--- config.mk ---
export PLATFORM = sky130hd
export DESIGN_NAME = iq_corr_sequencer
export DESIGN_NICKNAME = d
export VERILOG_FILES = /design/src/rtl/iq_corr_sequencer.sv
export SDC_FILE = /design/constraint.sdc
export NUM_CORES = 1
export LEC_CHECK = 0
export ABC_AREA = 1
export CAP_MARGIN = 25
export CORE_UTILIZATION = 45
export DETAILED_ROUTE_END_ITERATION = 16
export PLACE_DENSITY_LB_ADDON = 0.08
export SYNTH_ARGS = -nofsm -noshare
export SYNTH_HDL_FRONTEND = slang
export SYNTH_SLANG_ARGS = --single-unit
--- constraint.sdc ---
create_clock -name clk -period 6 [get_ports clk]
set_input_delay 1.2 -clock clk [delete_from_list [all_inputs] [get_ports clk]]
set_output_delay 1.2 -clock clk [all_outputs]
set_load 0.005 [all_outputs]
--- src/rtl/iq_corr_sequencer.sv ---
// -----------------------------------------------------------------------------
// iq_corr_sequencer
//
// Sequencer for the IQ demodulator's sample shift register. Decimates the
// incoming sample stream, pushes one sample into the external shift register
// per decimation event, then walks the taps one per cycle through a single
// shared add/subtract accumulator to form a +/-1 weighted chip correlation.
// The result is offered to the chip decision logic on a valid/ready pair.
//
// Ports:
//   clk          main clock, single domain
//   reset        synchronous reset, active-high, priority over everything
//   sample_in    signed 5-bit input sample
//   sample_valid sample_in valid this cycle
//   shift_en     one-cycle shift strobe to the shift register
//   shift_data   registered sample to shift in (valid with shift_en)
//   tap_sel      tap index driven to the shift register output mux
//   tap_data     signed tap value selected by tap_sel (same-cycle mux)
//   corr_out     signed correlation result
//   corr_valid   corr_out valid
//   out_ready    downstream accepts corr_out
//   overrun      sticky flag: a decimation event arrived while busy
// -----------------------------------------------------------------------------
module iq_corr_sequencer #(
    parameter int               NTAPS = 10,
    parameter int               DECIM = 5,
    parameter logic [NTAPS-1:0] COEF  = 10'b1011001110
) (
    input  logic              clk,
    input  logic              reset,
    input  logic signed [4:0] sample_in,
    input  logic              sample_valid,
    output logic              shift_en,
    output logic signed [4:0] shift_data,
    output logic        [3:0] tap_sel,
    input  logic signed [4:0] tap_data,
    output logic signed [8:0] corr_out,
    output logic              corr_valid,
    input  logic              out_ready,
    output logic              overrun
);

    typedef enum logic [1:0] {
        IDLE,
        SHIFT,
        ACCUM,
        OUT
    } state_t;

    localparam logic [3:0]  DCNT_LAST = 4'(DECIM - 1);
    localparam logic [3:0]  TAP_LAST  = 4'(NTAPS - 1);
    // Widened copy so the 4-bit tap index can address it for any NTAPS.
    localparam logic [15:0] COEF_EXT  = 16'(COEF);

    state_t            state;
    logic        [3:0] dcnt;
    logic signed [8:0] acc;
    logic              dec_event;
    logic signed [8:0] tap_ext;
    logic signed [8:0] acc_next;

    assign dec_event = sample_valid && (dcnt == DCNT_LAST);

    // NOTE: every signal in this block is assigned on every path, so it
    // stays purely combinational (no latch).
    always_comb begin
        tap_ext  = {{4{tap_data[4]}}, tap_data};
        acc_next = COEF_EXT[tap_sel] ? (acc + tap_ext) : (acc - tap_ext);
    end

    // NOTE: all state is updated with non-blocking assignments so every
    // register samples the pre-edge values of the others.
    always_ff @(posedge clk) begin
        if (reset) begin
            state      <= IDLE;
            dcnt       <= '0;
            acc        <= '0;
            shift_en   <= 1'b0;
            shift_data <= '0;
            tap_sel    <= '0;
            corr_out   <= '0;
            corr_valid <= 1'b0;
            overrun    <= 1'b0;
        end else begin
            // The decimation counter free-runs on strobes regardless of
            // whether the resulting event is accepted.
            if (sample_valid) begin
                dcnt <= dec_event ? 4'd0 : dcnt + 4'd1;
            end

            shift_en <= 1'b0;

            case (state)
                IDLE: begin
                    if (dec_event) begin
                        shift_data <= sample_in;
                        shift_en   <= 1'b1;
                        state      <= SHIFT;
                    end
                end
                SHIFT: begin
                    acc     <= '0;
                    tap_sel <= '0;
                    state   <= ACCUM;
                end
                ACCUM: begin
                    acc <= acc_next;
                    if (tap_sel == TAP_LAST) begin
                        tap_sel    <= '0;
                        corr_out   <= acc_next;
                        corr_valid <= 1'b1;
                        state      <= OUT;
                    end else begin
                        tap_sel <= tap_sel + 4'd1;
                    end
                end
                OUT: begin
                    if (out_ready) begin
                        corr_valid <= 1'b0;
                        state      <= IDLE;
                    end
                end
            endcase

            // Any event outside IDLE is lost, including the handshake
            // cycle of OUT.
            if (dec_event && (state != IDLE)) begin
                overrun <= 1'b1;
            end
        end
    end

endmodule
==> flow_summary.ini <==
[run_status]
status = finished, violations left
violations = DRC

[drt]
vias = 1880
drc = 4
vias_per_cell = 4.845
drtPass1Iterations = 10
detail-route-antenna-nets = 0
drt_wl_total_um = 4399
wl_per_cell_um = 11.34
dr.first_iter.drc_count = 88

[cells_and_area]
final_util = 0.5867
antennaDiodeCount = 0
instances_no_fill = 388
area_delta_synth_final_pct = 23.24
final.fill_count = 446
drive_gt1_frac = 0.05952
finalNetCount = 368

[clocking]
cts_max_level = 2
clk_pin_slew_ns = 0.07
worst_skew_pair.late_latency_ns = 0.29
cts.path.max_buffers = 2
hold_buffers = 0
cts_resized = 0
cts_tree = yes
numCtsBuffers = 5
clock_sinks = 37
cts_root_buf = clkbuf_8
cts_setup_buffers = 0

[global_routing]
grt_pass1_vias = 1834
grt_max_degree = 21
antenna_found_initial = 0
grt_pass1_wl_um = 7997
grt_use_total = 0.2029
grt_overflow = 0

[critical_path]
reg2reg_to = acc[4]$_SDFFE_PP0N_
critPathRequiredTime_ns = 6.20
path_class = in2reg
crit_start = tap_data[0]
cp_data_arrival_time_ns = 3.52
end_kind = flop
cp-endpoint = acc[4]$_SDFFE_PP0N_
r2r_setup_slack_ns = 4.02
cp_max_fo = 3
start_kind = primary input
reg2reg_depth = 10

[floorplan]
start_util = 0.4761
core_um2 = 4444
die_w_um = 70.57
die_area_um2 = 4980
die_y_um = 70.57
num_rows = 24
top_level_ports = 35

[yosys]
ys_seq_area_frac = 0.3501
syn_avg_cell_area_um2 = 7.076
yosys_warnings = 0
synth.cell_area_um2 = 2116
ys_seq_elements = 37
yosysTopAreaCellShare = 0.3501
synth_edf_count = 0
ys_types = 31
synth_async_sr_flop_share = 0
synth_nets = 332
synth_cells = 299
synth_area_leader_cell = dfxtp_1
synth_area_leaders = dfxtp_1, nand2_1, ha_1
ys.flop_type = dfxtp_1

[placed_design]
globalplace.congestion = 0.8236
hpwl_um = 3289
port_buffers = 34
numPlacedInstances = 380

[power_and_ir_drop]
p_per_area_nw_per_um2 = 278.9
power_mw = 0.7273
ir_worst_vdd_uv = 121.5
leakage_nw = 1.188

[timing]
hold_violations = 0
hold_slack_ns = 0.4649
fmax_mhz = 300.9
min_period_over_period = 0.5539
fin_crit_ns = 3.323
setup_tns_ns = 0
clock_skew_ns = 0.008058
slew_headroom = 0.3814
setup_viol = 0
worst_pin_slew_ns = 0.9250
drv_slew = 0
rsz0062_at_grt = no

[flow_run]
cap_violations = 0

[min_path]
hold_path.class = reg2reg
hold_path_depth = 2
==> sequential cells by signal, indices dropped and copies added, names as in the netlist, named ones only <==
name,cells
acc,9
corr_out,9
corr_valid,1
dcnt,4
overrun,1
shift_data,5
shift_en,1
state,2
tap_sel,4
==> cell type report <==
class / instances / area (um^2) / share of cell area
clock buffers: 7 / 86.33 / 0.03311
repair buffers: 34 / 340.3 / 0.1305
multi-input cells: 206 / 1154 / 0.4424
well taps: 52 / 65.06 / 0.02495
inverters: 51 / 191.4 / 0.07342
clock inverters: 1 / 30.03 / 0.01152
flip-flops and latches: 37 / 740.7 / 0.2841
==> cell families (layout without fill, tap and decap cells) <==
| logic type | after synthesis | count (layout) | share of synthesized area |
|---|---|---|---|
| xor gates and xnor gates | 7 | 7 | 0.02898 |
| DFF | 37 | 37 | 0.3501 |
| adders and majority gates | 19 | 19 | 0.1159 |
| AOI/OAI and AO/OA | 51 | 51 | 0.1337 |
| and+or+nand+nor | 129 | 129 | 0.2667 |
| buffers and inverters | 56 | 93 | 0.1047 |
==> stage by stage <==
step | setup slack [ns] | cell area [um^2]
6_report | 2.677 | 2608
5_1_grt | 2.350 | 2608
4_1_cts | 2.640 | 2608
3_5_place_dp | 2.353 | 2491
3_3_place_gp | 2.380 | 2491
2_1_floorplan | 3.103 | 2116
==> per-layer routing <==
layer	global-route usage	vias to the layer above	wire [um]
met5	0	-	0
met3	0.04701	7	157
li1	-	1019	-
met1	0.2583	827	2210
met4	0.06667	0	66
met2	0.3420	27	1964
==> how the worst min path moves through the flow <==
stage / startpoint / endpoint / slack [ns]
3_3_place_gp: shift_data[4]$_SDFFE_PP0P_ / shift_data[4]$_SDFFE_PP0P_ / 0.45
6_report: shift_data[4]$_SDFFE_PP0P_ / shift_data[4]$_SDFFE_PP0P_ / 0.46
4_1_cts: shift_data[4]$_SDFFE_PP0P_ / shift_data[4]$_SDFFE_PP0P_ / 0.47
5_1_grt: acc[3]$_SDFFE_PP0N_ / acc[3]$_SDFFE_PP0N_ / 0.49
3_5_place_dp: shift_data[4]$_SDFFE_PP0P_ / shift_data[4]$_SDFFE_PP0P_ / 0.46
2_1_floorplan: acc[0]$_SDFFE_PP0N_ / acc[0]$_SDFFE_PP0N_ / 0.45
==> power breakdown <==
group / internal (mW) / total [mW] / switching [mW] / leakage [nW]
Clock: 0.136 / 0.222 / 0.0868 / 0.0585
Combinational: 0.0842 / 0.228 / 0.144 / 0.830
Sequential: 0.262 / 0.277 / 0.0149 / 0.299
==> worst max-delay path, cell delays in order <==
cell and delay (ns):
clkdlybuf4s50_1 0.48, inv_1 0.07, ha_1 0.27, inv_1 0.03
o21ai_0 0.21, inv_1 0.10, fa_1 0.43, inv_1 0.07
nand2_1 0.04, nand2_1 0.11, nand2_1 0.08, xnor2_1 0.24
nand2_1 0.08, a21oi_1 0.12
==> cells in the final DEF, fill, tap and decap left out, types with 2 or more instances in the layout <==
master,synthesis,final
a21oi_1,28,28
clkbuf_8,0,6
clkdlybuf4s50_1,0,34
clkinv_1,2,2
dfxtp_1,37,37
ha_1,18,18
inv_1,41,41
inv_2,8,8
nand2_1,83,83
nand3_1,19,19
nand3b_1,3,3
nand4_1,2,2
nor2_1,14,14
nor2_4,2,2
o21a_1,4,4
o21ai_0,4,4
o21ai_1,8,8
o21bai_1,2,2
or2_1,3,3
xnor2_1,3,3
xor2_1,4,4
==> cells in the mapped netlist, types with 2 or more instances <==
cell / n
inv_1: 41
ha_1: 18
o21ai_1: 8
nand3_1: 19
o21a_1: 4
clkinv_1: 2
dfxtp_1: 37
nand4_1: 2
or2_1: 3
nor2_4: 2
nand2_1: 83
a21oi_1: 28
xnor2_1: 3
o21ai_0: 4
clkbuf_1: 3
o21bai_1: 2
nand3b_1: 3
xor2_1: 4
nor2_1: 14
inv_2: 8
Note: power is estimated with default switching activity, not from simulation.
